## config.mk

```make
export PLATFORM = sky130hd
export DESIGN_NAME = adc_result_avg
export DESIGN_NICKNAME = d
export VERILOG_FILES = /design/src/rtl/adc_result_avg.sv
export SDC_FILE = /design/constraint.sdc
export NUM_CORES = 1
export LEC_CHECK = 0
export BUFFER_PORTS_ARGS = -buffer_cell sky130_fd_sc_hd__clkbuf_2
export CORE_MARGIN = 5
export CORE_UTILIZATION = 60
export DETAILED_ROUTE_END_ITERATION = 16
export GPL_ROUTABILITY_DRIVEN = 0
export GPL_TIMING_DRIVEN = 0
export PLACE_DENSITY = 0.82
export SYNTH_ARGS = -nofsm -noshare
export SYNTH_HDL_FRONTEND = slang
export SYNTH_SLANG_ARGS = --single-unit
```

## constraint.sdc

```tcl
create_clock -name clk -period 15.3 [get_ports clk]
set_input_delay 3.06 -clock clk [delete_from_list [all_inputs] [get_ports clk]]
set_output_delay 3.06 -clock clk [all_outputs]
set_load 0.05 [all_outputs]
```

## src/rtl/adc_result_avg.sv

```systemverilog
// rtl/adc_result_avg.sv - multi-slope ADC result scaler and block averager
// Serial shift-add scaling of each result, then 2^LOG2_AVG-sample averaging per run-up setting.
module adc_result_avg #(
  parameter logic [15:0] RUNUP_WEIGHT = 16'd4000,
  parameter int          LOG2_AVG     = 4
) (
  input  logic        clk,
  input  logic        rst,
  input  logic        in_valid,
  output logic        in_ready,
  input  logic [47:0] in_result,
  output logic        out_valid,
  input  logic        out_ready,
  output logic [31:0] out_avg,
  output logic [14:0] out_setting,
  output logic        overrun,
  output logic        restart
);

  localparam logic [8:0] N_SAMP = 9'(1 << LOG2_AVG);

  typedef enum logic [1:0] {IDLE, MUL, ACC, HOLD} state_t;

  state_t             state_q;
  logic [47:0]        res_q;
  logic [4:0]         step_q;
  logic signed [31:0] mcand_q;
  logic [15:0]        mplier_q;
  logic signed [31:0] prod_q;
  logic signed [39:0] acc_q;
  logic [8:0]         cnt_q;
  logic [14:0]        bset_q;
  logic               out_valid_q;
  logic [31:0]        out_avg_q;
  logic [14:0]        out_set_q;
  logic               overrun_q;
  logic               restart_q;

  logic [15:0]        runup_cnt_d;
  logic [14:0]        set_d;
  logic signed [16:0] net_d;
  logic signed [31:0] rd_ext_d;
  logic signed [31:0] sample_d;
  logic signed [39:0] sample_ext_d;
  logic               match_d;
  logic [8:0]         cnt_next_d;
  logic [31:0]        avg_d;

  // Bit 47 is a zero guard, so the run-up count is read as a 16-bit unsigned field.
  assign runup_cnt_d  = res_q[47:32];
  assign set_d        = res_q[30:16];
  assign net_d        = $signed({runup_cnt_d, 1'b0}) - $signed({2'b00, set_d}) - 17'sd1;
  assign rd_ext_d     = $signed({16'd0, res_q[15:0]});
  assign sample_d     = res_q[31] ? (prod_q + rd_ext_d) : (prod_q - rd_ext_d);
  assign sample_ext_d = {{8{sample_d[31]}}, sample_d};
  assign match_d      = (cnt_q == 9'd0) || (set_d == bset_q);
  assign cnt_next_d   = match_d ? (cnt_q + 9'd1) : 9'd1;
  assign avg_d        = 32'(acc_q >>> LOG2_AVG);

  always_ff @(posedge clk or posedge rst) begin
    if (rst) begin
      state_q     <= IDLE;
      res_q       <= '0;
      step_q      <= '0;
      mcand_q     <= '0;
      mplier_q    <= '0;
      prod_q      <= '0;
      acc_q       <= '0;
      cnt_q       <= '0;
      bset_q      <= '0;
      out_valid_q <= 1'b0;
      out_avg_q   <= '0;
      out_set_q   <= '0;
      overrun_q   <= 1'b0;
      restart_q   <= 1'b0;
    end else begin
      restart_q <= 1'b0;
      if (out_valid_q && out_ready) out_valid_q <= 1'b0;
      case (state_q)
        IDLE: begin
          if (in_valid) begin
            res_q   <= in_result;
            step_q  <= '0;
            state_q <= MUL;
          end
        end
        MUL: begin
          // Step 0 loads the operands; steps 1..16 each retire one multiplier bit.
          if (step_q == 5'd0) begin
            mcand_q  <= {{15{net_d[16]}}, net_d};
            mplier_q <= RUNUP_WEIGHT;
            prod_q   <= '0;
            step_q   <= 5'd1;
          end else begin
            if (mplier_q[0]) prod_q <= prod_q + mcand_q;
            mcand_q  <= mcand_q <<< 1;
            mplier_q <= mplier_q >> 1;
            if (step_q == 5'd16) begin
              step_q  <= '0;
              state_q <= ACC;
            end else begin
              step_q <= step_q + 5'd1;
            end
          end
        end
        ACC: begin
          if (cnt_q == N_SAMP) begin
            if (!out_valid_q || out_ready) begin
              out_avg_q   <= avg_d;
              out_set_q   <= bset_q;
              out_valid_q <= 1'b1;
            end else begin
              overrun_q <= 1'b1;
            end
            acc_q   <= '0;
            cnt_q   <= '0;
            state_q <= HOLD;
          end else begin
            if (match_d) begin
              acc_q <= acc_q + sample_ext_d;
            end else begin
              acc_q     <= sample_ext_d;
              restart_q <= 1'b1;
            end
            cnt_q   <= cnt_next_d;
            bset_q  <= set_d;
            // A full batch lingers one more cycle in ACC to form the average.
            state_q <= (cnt_next_d == N_SAMP) ? ACC : IDLE;
          end
        end
        HOLD:    state_q <= IDLE;
        default: state_q <= IDLE;
      endcase
    end
  end

  assign in_ready    = (state_q == IDLE);
  assign out_valid   = out_valid_q;
  assign out_avg     = out_avg_q;
  assign out_setting = out_set_q;
  assign overrun     = overrun_q;
  assign restart     = restart_q;

endmodule

```

==> flow_summary.json, run 1 <==
{
  "die_h_um": 171.4,
  "ctsLongestPathBuffers": 3,
  "nets": 2005,
  "period_minus_slack_ns": 6.888,
  "max_slew_margin_pct": 35.29,
  "area_delta_synth_final_pct": 11.93,
  "rows": 59,
  "n_antenna_cell": 0,
  "slew_viol_final": 0,
  "grt_usage_pct": 26.60,
  "crit_fanout": 8,
  "cts.sinks": 241,
  "drt_pass1_iterations": 8,
  "rsz0062_at_grt": "no",
  "cts_hold_buf": 0,
  "postCtsResizedCells": 0,
  "min_path_type": "reg -> reg",
  "r2r_cells": 26,
  "cpPeakStageDelay_ns": 0.52,
  "path_buf_inv": 0,
  "cts_buffers": 26,
  "worst_pin_slew_ns": 0.9662,
  "fill_cells": 1958,
  "finClkSkew_ns": 0.01410,
  "synth_edf_count": 0,
  "cts_root_buf": "clkbuf_16",
  "status": "completed",
  "io_pins": 103,
  "seq_area_frac_synth_pct": 38.57,
  "antenna_found_initial": 0,
  "path_class": "reg -> reg",
  "gr-total-overflow": 0,
  "clock.fmax_mhz": 145.2,
  "grt_pass1_wl_mm": 64.36,
  "drt_iter0_drc": 1018,
  "dr_wl_met3_mm": 2.374,
  "cpMostUsedCell": "a21oi_1",
  "cts_setup_buffers": 0,
  "cpMaxStageDelayCell": "nor2_1",
  "grt_pass1_vias": 13150,
  "syn_inst": 1695,
  "synth.avg_cell_area_um2": 9.224,
  "routed_via_density": 5.980,
  "drt-met1-wl_mm": 15.95,
  "path_delay_family": "compound AO/OA/AOI/OAI gates",
  "ys.flop_type": "dfrtp_1",
  "end_kind": "register",
  "async_flop_share_pct": 100.0,
  "crit_required_ns": 15.71,
  "grt_max_degree": 89,
  "rr_startpoint": "res_q[3]",
  "drive_above_1_share_pct": 14.29,
  "tns_ns": 0,
  "wire_per_inst_um": 17.79,
  "die_w_um": 171.4,
  "clkLatencyLatePin_ns": 0.54,
  "initial_utilization_pct": 60.51,
  "netlist_area_um2": 15630,
  "worstSetupStartpoint": "res_q[3]",
  "routed.top_layer": "met4",
  "wirelength_mm": 38.82,
  "clkTransAtPathRegs_ns": 0.06,
  "crit_path_end": "acc_q[35]",
  "hold_violations": 0,
  "finalCritPeriodShare_pct": 45.02,
  "cp.depth": 26,
  "cts_tree": "done",
  "rrSetupSlack_ns": 8.41,
  "ant_nets": 0,
  "io_buffer_count": 102,
  "dieArea_um2": 29390,
  "vias": 13050,
  "setup_viol": 0,
  "yosys_warnings": 0,
  "dpl.hpwl_mm": 29.21,
  "r2r-end": "acc_q[35]",
  "syn_nets": 1873,
  "cts-htree-levels": 1,
  "cap_violations": 0,
  "worst_hold_startpoint": "mplier_q[2]",
  "ys_ff_latch": 241,
  "wl_met2_mm": 18.99,
  "crit_path_start_kind": "register",
  "arrival_ns": 7.29,
  "core_um2": 25840,
  "yosysUniqueCellTypes": 78,
  "drcViolationCount": 0
}
==> metal layers <==
layer | vias up | track usage [%]
li1 | 6331 | -
met5 | - | 0
met2 | 448 | 46.50
met3 | 110 | 4.160
met4 | 0 | 10.06
met1 | 6160 | 33.30
==> through the flow <==
stage | cells | utilization [%] | area, um2 | setup slack (ns) | hold WS, ns
3_3_place_gp | 2132 | 64.11 | 16560 | 3.190 | 0.4617
2_1_floorplan | 1695 | - | 15640 | 5.624 | 0.4477
6_report | 2182 | 67.73 | 17500 | 8.412 | 0.4866
3_5_place_dp | 2134 | 64.35 | 16630 | 8.738 | 0.4677
4_1_cts | 2182 | 67.73 | 17500 | 8.589 | 0.4843
5_1_grt | 2182 | 67.73 | 17500 | 7.981 | 0.5107
==> worst min path at each step <==
stage,end,cells past startpoint
after global routing,out_avg[17],1
after global placement,overrun,1
after CTS,mplier_q[11],2
final,mplier_q[2],2
after floorplan,mplier_q[11],2
after detailed placement,mplier_q[11],2
==> final cells by class <==
type	count	area, um2	share of cell area (%)
Clock buffer	35	735.7	4.204
Tap cell	335	419.2	2.395
Clock inverter	13	137.6	0.7864
Sequential cell	241	6031	34.46
Multi-Input combinational cell	1329	9123	52.13
Inverter	60	232.7	1.330
Timing Repair Buffer	104	565.5	3.232
Buffer	65	256.5	1.466
==> flip-flops by register name, summed over array words and instances, names as in the netlist <==
name / count
out_valid: 1
cnt_q: 9
out_avg: 32
step_q: 5
overrun: 1
prod_q: 32
mplier_q: 12
bset_q: 15
acc_q: 36
state_q: 2
restart: 1
out_setting: 15
res_q: 48
mcand_q: 32
==> synth_stat cells, drive strengths merged (5+ instances only) <==
master,count,share of area (%)
mux2i,17,1.1
dfrtp,241,39
nand2b,20,0.80
nor4,9,0.36
a21o,44,2.1
inv,60,1.4
a211oi,11,0.59
o21a,12,0.58
a22o,7,0.39
xor2,60,3.4
o31ai,13,0.71
a211o,6,0.34
a31oi,22,1.2
o21bai,25,1.2
mux2,80,5.8
nor3,51,1.6
a21oi,125,4.0
xnor2,70,3.9
nand3b,5,0.24
nor2b,15,0.60
ha,122,9.8
or3,5,0.20
nand2,185,4.4
and3,12,0.48
buf,10,0.32
nor2,116,2.8
o21ai,183,5.9
nand4,10,0.40
nand3,36,1.2
a221o,6,0.38
and2,8,0.32
clkbuf,55,1.3
==> worst reg2reg max path: cells and delay by family, from the launching register on <==
kind	cells	cell delay, ns
AND/OR/NAND/NOR	8	2.17
XOR/XNOR	4	0.73
adder cells (fa/ha/maj)	2	0.78
AO/OA/AOI/OAI	12	2.68
flip-flops	1	0.42
==> cell usage in the layout, fill, tap and decap left out, types with 4 or more instances in the layout <==
cell type,count
dfrtp_1,241
nand2_1,185
o21ai_0,158
a21oi_1,123
ha_1,122
nor2_1,114
clkbuf_2,102
mux2_2,80
xnor2_1,70
clkbuf_1,60
inv_1,59
xor2_1,59
nor3_1,51
a21o_1,43
nand3_1,35
clkbuf_16,27
o21ai_1,25
o21bai_1,23
nand2b_1,20
mux2i_1,17
a31oi_1,16
nor2b_1,15
and3_1,12
o31ai_1,12
o21a_1,12
nand4_1,10
nor4_1,9
a211oi_1,9
and2_1,8
a22o_1,7
buf_2,7
a221o_1,6
nand3b_1,5
a211o_1,5
or3_1,5
o211ai_1,4
a31oi_2,4
fa_1,4
clkinv_2,4
==> logic make-up (layout without fill, tap and decap cells) <==
| group | after synthesis | after routing | synth area share (%) |
|---|---|---|---|
| muxes | 97 | 97 | 6.850 |
| DFF | 241 | 241 | 38.57 |
| and+or+nand+nor | 486 | 486 | 14.20 |
| xor gates and xnor gates | 130 | 130 | 7.330 |
| adders and majority gates | 126 | 126 | 10.28 |
| AOI/OAI and AO/OA | 490 | 490 | 19.69 |
| buffers and inverters | 125 | 277 | 3.081 |
Power of run 1 is left out: the tool's default activity adds up to more than one toggle a clock period on the data nets, which glitch-free logic cannot reach.
==> run 2, diff against run 1 <==
--- a/config.mk
+++ b/config.mk
@@ -7,11 +7,11 @@
 export LEC_CHECK = 0
 export BUFFER_PORTS_ARGS = -buffer_cell sky130_fd_sc_hd__clkbuf_2
 export CORE_MARGIN = 5
-export CORE_UTILIZATION = 60
+export CORE_UTILIZATION = 56
 export DETAILED_ROUTE_END_ITERATION = 16
 export GPL_ROUTABILITY_DRIVEN = 0
 export GPL_TIMING_DRIVEN = 0
-export PLACE_DENSITY = 0.82
+export PLACE_DENSITY = 0.81
 export SYNTH_ARGS = -nofsm -noshare
 export SYNTH_HDL_FRONTEND = slang
 export SYNTH_SLANG_ARGS = --single-unit
==> constraint.sdc (replaced) <==
create_clock -name clk -period 5.8 [get_ports clk]
set_input_delay 1.16 -clock clk [delete_from_list [all_inputs] [get_ports clk]]
set_output_delay 1.16 -clock clk [all_outputs]
set_load 0.05 [all_outputs]
==> flow_summary.json, run 2 (synthesis results as in run 1) <==
{
  "grt_usage_pct": 24.95,
  "dieArea_um2": 31360,
  "finClkSkew_ns": 0.01872,
  "finalNonFillerCells": 2256,
  "min_path_type": "reg -> reg",
  "clkTransAtPathRegs_ns": 0.06,
  "drcViolationCount": 0,
  "r2r-end": "acc_q[35]",
  "nets": 2037,
  "area_delta_synth_final_pct": 16.05,
  "wirelength_mm": 40.23,
  "largest_reg_flops": 48,
  "r2r_cells": 27,
  "tns_ns": -0.2929,
  "regMostFlops": "res_q",
  "cts_root_buf": "clkbuf_16",
  "finalCritPeriodShare_pct": 102.7,
  "io_buffer_count": 102,
  "cpPeakStageDelay_ns": 0.40,
  "period_minus_slack_ns": 5.958,
  "crit_path_end": "acc_q[35]",
  "cpMostUsedCell": "a21o_1",
  "crit_path_start_kind": "register",
  "setup_ws_ns": -0.1579,
  "crit_fanout": 7,
  "end_kind": "register",
  "drt_iter0_drc": 907,
  "worstSetupStartpoint": "res_q[3]",
  "grt_pass1_wl_mm": 64.80,
  "core_um2": 27710,
  "rr_startpoint": "res_q[3]",
  "clock.fmax_mhz": 167.8,
  "status": "complete, but fails checks",
  "max_slew_margin_pct": 42.50,
  "n_antenna_cell": 0,
  "placedCellCount": 2181,
  "crit_required_ns": 6.24,
  "die_h_um": 177.1,
  "dpl.hpwl_mm": 29.33,
  "ctsLongestPathBuffers": 3,
  "gr-total-overflow": 0,
  "drive_above_1_share_pct": 18.16,
  "vias": 13360,
  "slew_viol_final": 0,
  "rsz0062_at_grt": "yes",
  "ant_nets": 0,
  "rrSetupSlack_ns": -0.16,
  "setup_viol": 2,
  "grt_max_degree": 44,
  "path_class": "reg -> reg",
  "wire_per_inst_um": 17.83,
  "clkLatencyLatePin_ns": 0.55,
  "cpMaxStageDelayCell": "dfrtp_1",
  "hold_violations": 0,
  "cap_violations": 0,
  "drt_pass1_iterations": 5,
  "rows": 61,
  "io_pins": 103,
  "reg_top3": "res_q (48), acc_q (36)",
  "cts_buffers": 26,
  "violations": "setup timing",
  "grt_pass1_vias": 13260,
  "arrival_ns": 6.40,
  "routed_via_density": 5.922,
  "cts_tree": "done",
  "cts-htree-levels": 1,
  "layout_commonest_cell": "dfrtp_1",
  "worst_pin_slew_ns": 0.8624,
  "cts.sinks": 241,
  "final_cell_mix": "241 x dfrtp_1, 184 x nand2_1, 156 x o21ai_0",
  "antenna_found_initial": 0,
  "initial_utilization_pct": 56.43,
  "die_w_um": 177.1
}
-- run 2: cell count changes in the layout (fill, tap and decap cells not counted), sizes merged --
cell / before / now
buf: 12 / 44
clkbuf: 192 / 196
clkinv: 7 / 4
inv: 61 / 59
-- run 2: worst min path at each step --
| stage | from | to | slack (ns) | depth (start not counted) |
|---|---|---|---|---|
| 3_3_place_gp | overrun | overrun | 0.46 | 1 |
| 5_1_grt | out_setting[1] | out_setting[1] | 0.51 | 1 |
| 6_report | mplier_q[2] | mplier_q[2] | 0.49 | 2 |
| 2_1_floorplan | mplier_q[11] | mplier_q[11] | 0.45 | 2 |
| 4_1_cts | mplier_q[3] | mplier_q[3] | 0.49 | 2 |
| 3_5_place_dp | mplier_q[3] | mplier_q[3] | 0.48 | 2 |
-- run 2: area by class of cell --
cell class / count / area (um2)
plain buffers: 64 / 254.0
flip-flops and latches: 241 / 6031
clock buffers: 39 / 779.5
inverters: 60 / 229.0
repair buffers: 137 / 848.3
fillers: 2155 / 9560
well taps: 378 / 473.0
clock inverters: 8 / 106.4
multi-input cells: 1329 / 9424
-- run 2: what timing repair did --
item / CTS / global route
pin swaps: 21 / 31
setup endpoints to repair: 12 / 17
gates resized for setup: 27 / 36
setup buffers: 12 / 17
hold buffers: 0 / 0
-- run 2: stage by stage --
step	area (um2)	util (%)	hold WS (ns)	setup slack, ns
3_5_place_dp	16740	60.43	0.4765	-0.6591
4_1_cts	17850	64.44	0.4910	-0.1899
6_report	18140	65.49	0.4872	-0.1579
3_3_place_gp	16620	60.00	0.4595	-0.5338
5_1_grt	18140	65.49	0.5092	-0.3877
2_1_floorplan	15640	-	0.4477	0.2568
-- run 2: critical path: cells and delay by family, from the launching register on --
| family | cells | cell delay, ns |
|---|---|---|
| AOI/OAI and AO/OA | 14 | 2.91 |
| xor gates and xnor gates | 4 | 0.68 |
| adders and majority gates | 2 | 0.77 |
| buffers and inverters | 1 | 0.20 |
| DFF | 1 | 0.40 |
| and+or+nand+nor | 6 | 0.90 |
-- run 2: metal layers --
metal / global-route usage (%) / vias to the layer above / share of wire (%) / routed length, um
met5: 0 / - / 0 / 0
met4: 8.930 / 0 / 3.7 / 1486
met3: 3.290 / 124 / 5.3 / 2136
met2: 43.66 / 423 / 49 / 19520
met1: 31.77 / 6436 / 42 / 17090
li1: - / 6376 / - / -
Power of run 2 is left out for the same reason.
==> run 3, diff against run 2 <==
==> constraint.sdc (replaced) <==
create_clock -name clk -period 4.8 [get_ports clk]
set_input_delay 0.96 -clock clk [delete_from_list [all_inputs] [get_ports clk]]
set_output_delay 0.96 -clock clk [all_outputs]
set_load 0.05 [all_outputs]
==> flow_summary.json, run 3 (synthesis results as in run 1) <==
{
  "status": "complete, but fails checks",
  "violations": "setup timing",
  "final_cell_mix": "241 x dfrtp_1, 178 x nand2_1, 132 x o21ai_0",
  "routed.top_layer": "met4",
  "crit_required_ns": 5.22,
  "multiInputGateArea_um2": 10120,
  "dieArea_um2": 31360,
  "n_antenna_cell": 0,
  "place_ws_ns": -1.406,
  "drt-met1-wl_mm": 18.06,
  "drt_iter0_drc": 1668,
  "routed_via_density": 6.281,
  "post-route-util_pct": 70.26,
  "end_kind": "register",
  "initial_utilization_pct": 56.43,
  "path_delay_family": "simple AND/OR/NAND/NOR gates",
  "crit_path_start_kind": "register",
  "layout_commonest_cell": "dfrtp_1",
  "cts.sinks": 241,
  "cts_buffers": 27,
  "finalCritPeriodShare_pct": 125.4,
  "nets": 2097,
  "crit_fanout": 7,
  "max_slew_margin_pct": 33.42,
  "cp.depth": 27,
  "min_path_type": "in -> async",
  "design_area_um2": 19470,
  "drcViolationCount": 0,
  "clkLatencyLatePin_ns": 0.58,
  "core_um2": 27710,
  "path_buf_inv": 3,
  "period_minus_slack_ns": 6.021,
  "die_h_um": 177.1,
  "cts_hold_buf": 0,
  "drive_above_1_share_pct": 25.26,
  "rows": 61,
  "placed_area_um2": 16820,
  "fill_cells": 1857,
  "setup_ws_ns": -1.221,
  "io_buffer_count": 102,
  "wl_met2_mm": 22.95,
  "clock.fmax_mhz": 166.1,
  "vias": 14560,
  "clkTransAtPathRegs_ns": 0.07,
  "grt_max_degree": 43,
  "ant_nets": 0,
  "finClkSkew_ns": 0.02337,
  "arrival_ns": 6.45,
  "setup_viol": 25,
  "antenna_found_initial": 0,
  "slew_viol_final": 0,
  "grt_pass1_vias": 13940,
  "grt_pass1_wl_mm": 69.17,
  "largest_reg_flops": 48,
  "ctsLongestPathBuffers": 3,
  "drt_pass1_iterations": 8,
  "worst_pin_slew_ns": 0.9987,
  "r2r_cells": 27,
  "rsz0062_at_grt": "yes",
  "cap_violations": 0,
  "hold_violations": 0,
  "reg_top3": "res_q (48), acc_q (36)",
  "register_area_um2": 6031,
  "area_delta_synth_final_pct": 24.50,
  "regMostFlops": "res_q",
  "cts_root_buf": "clkbuf_16",
  "cts_tree": "done",
  "wire_per_inst_um": 20.38,
  "die_w_um": 177.1,
  "cts-htree-levels": 1,
  "grt_usage_pct": 26.74,
  "cpMaxStageDelayCell": "or4b_1",
  "io_pins": 103,
  "path_class": "reg -> reg",
  "dpl.hpwl_mm": 29.85,
  "cpPeakStageDelay_ns": 0.55,
  "dr_wl_met3_mm": 3.469,
  "gr-total-overflow": 0,
  "wirelength_mm": 47.23
}
==> run 3: cell count changes in the layout (fill, tap and decap cells not counted), sizes merged <==
cell | before | now
bufinv | 2 | 4
clkbuf | 196 | 193
clkinvlp | 3 | 5
buf | 44 | 103
inv | 59 | 61
==> run 3: timing repair <==
action                                  CTS  global route
pin swaps                                57           116
resized for setup                        87           129
buffers inserted                         48            49
endpoints found under the setup margin   21            25
==> run 3: path summary, 6_finish.rpt <==
path / from / end / slack, ns
worst max-delay path: res_q[3] / acc_q[35] / -1.22
worst min-delay path: rst / acc_q[5] / 0.45
worst max register to register: res_q[3] / acc_q[35] / -1.22
worst min register to register: mplier_q[2] / mplier_q[2] / 0.48
max in group asynchronous: rst / mcand_q[30] / 3.17
min in group clk: mplier_q[2] / mplier_q[2] / 0.48
==> run 3: metrics by stage <==
stage,hold WS [ns],instances,setup TNS (ns)
floorplan,0.4477,1695,-1.523
global placement,0.4614,2175,-167.27
detailed placement,0.4699,2181,-15.20
CTS,0.4672,2277,-12.46
global route,0.5106,2318,-22.44
finish,0.4488,2318,-18.22
==> run 3: worst register-to-register path, cell delays in order, from the launching register on <==
cell and delay, ns:
dfrtp_1 0.43, nor2_4 0.18, nand3_4 0.12, nor3_4 0.15
nand3b_1 0.16, nor4b_2 0.27, ha_1 0.29, mux2_4 0.29
ha_4 0.24, nand4_1 0.11, o211ai_1 0.14, or4b_1 0.55
o21ai_2 0.20, a211o_2 0.20, buf_6 0.11, o21bai_4 0.09
a31oi_4 0.22, xor2_4 0.30, ha_1 0.30, clkbuf_1 0.21
nand4_1 0.20, inv_1 0.07, and3_1 0.23, a221oi_4 0.30
xnor2_2 0.16, nand2_1 0.09, xor2_1 0.18, o21ai_1 0.08
==> run 3: layer usage <==
| layer | vias to the layer above | GRT usage [%] |
|---|---|---|
| li1 | 6495 | - |
| met4 | 0 | 10.80 |
| met1 | 6993 | 33.53 |
| met2 | 824 | 47.14 |
| met3 | 247 | 3.119 |
| met5 | - | 0 |
==> run 3: cell type report <==
cell class	count	share of cell area, %
Buffer	63	1.343
Tap cell	378	2.430
Clock inverter	14	1.022
Timing Repair Buffer	197	7.096
Multi-Input combinational cell	1329	52.00
Sequential cell	241	30.98
Inverter	60	1.176
Clock buffer	36	3.953
Power of run 3 is left out for the same reason.
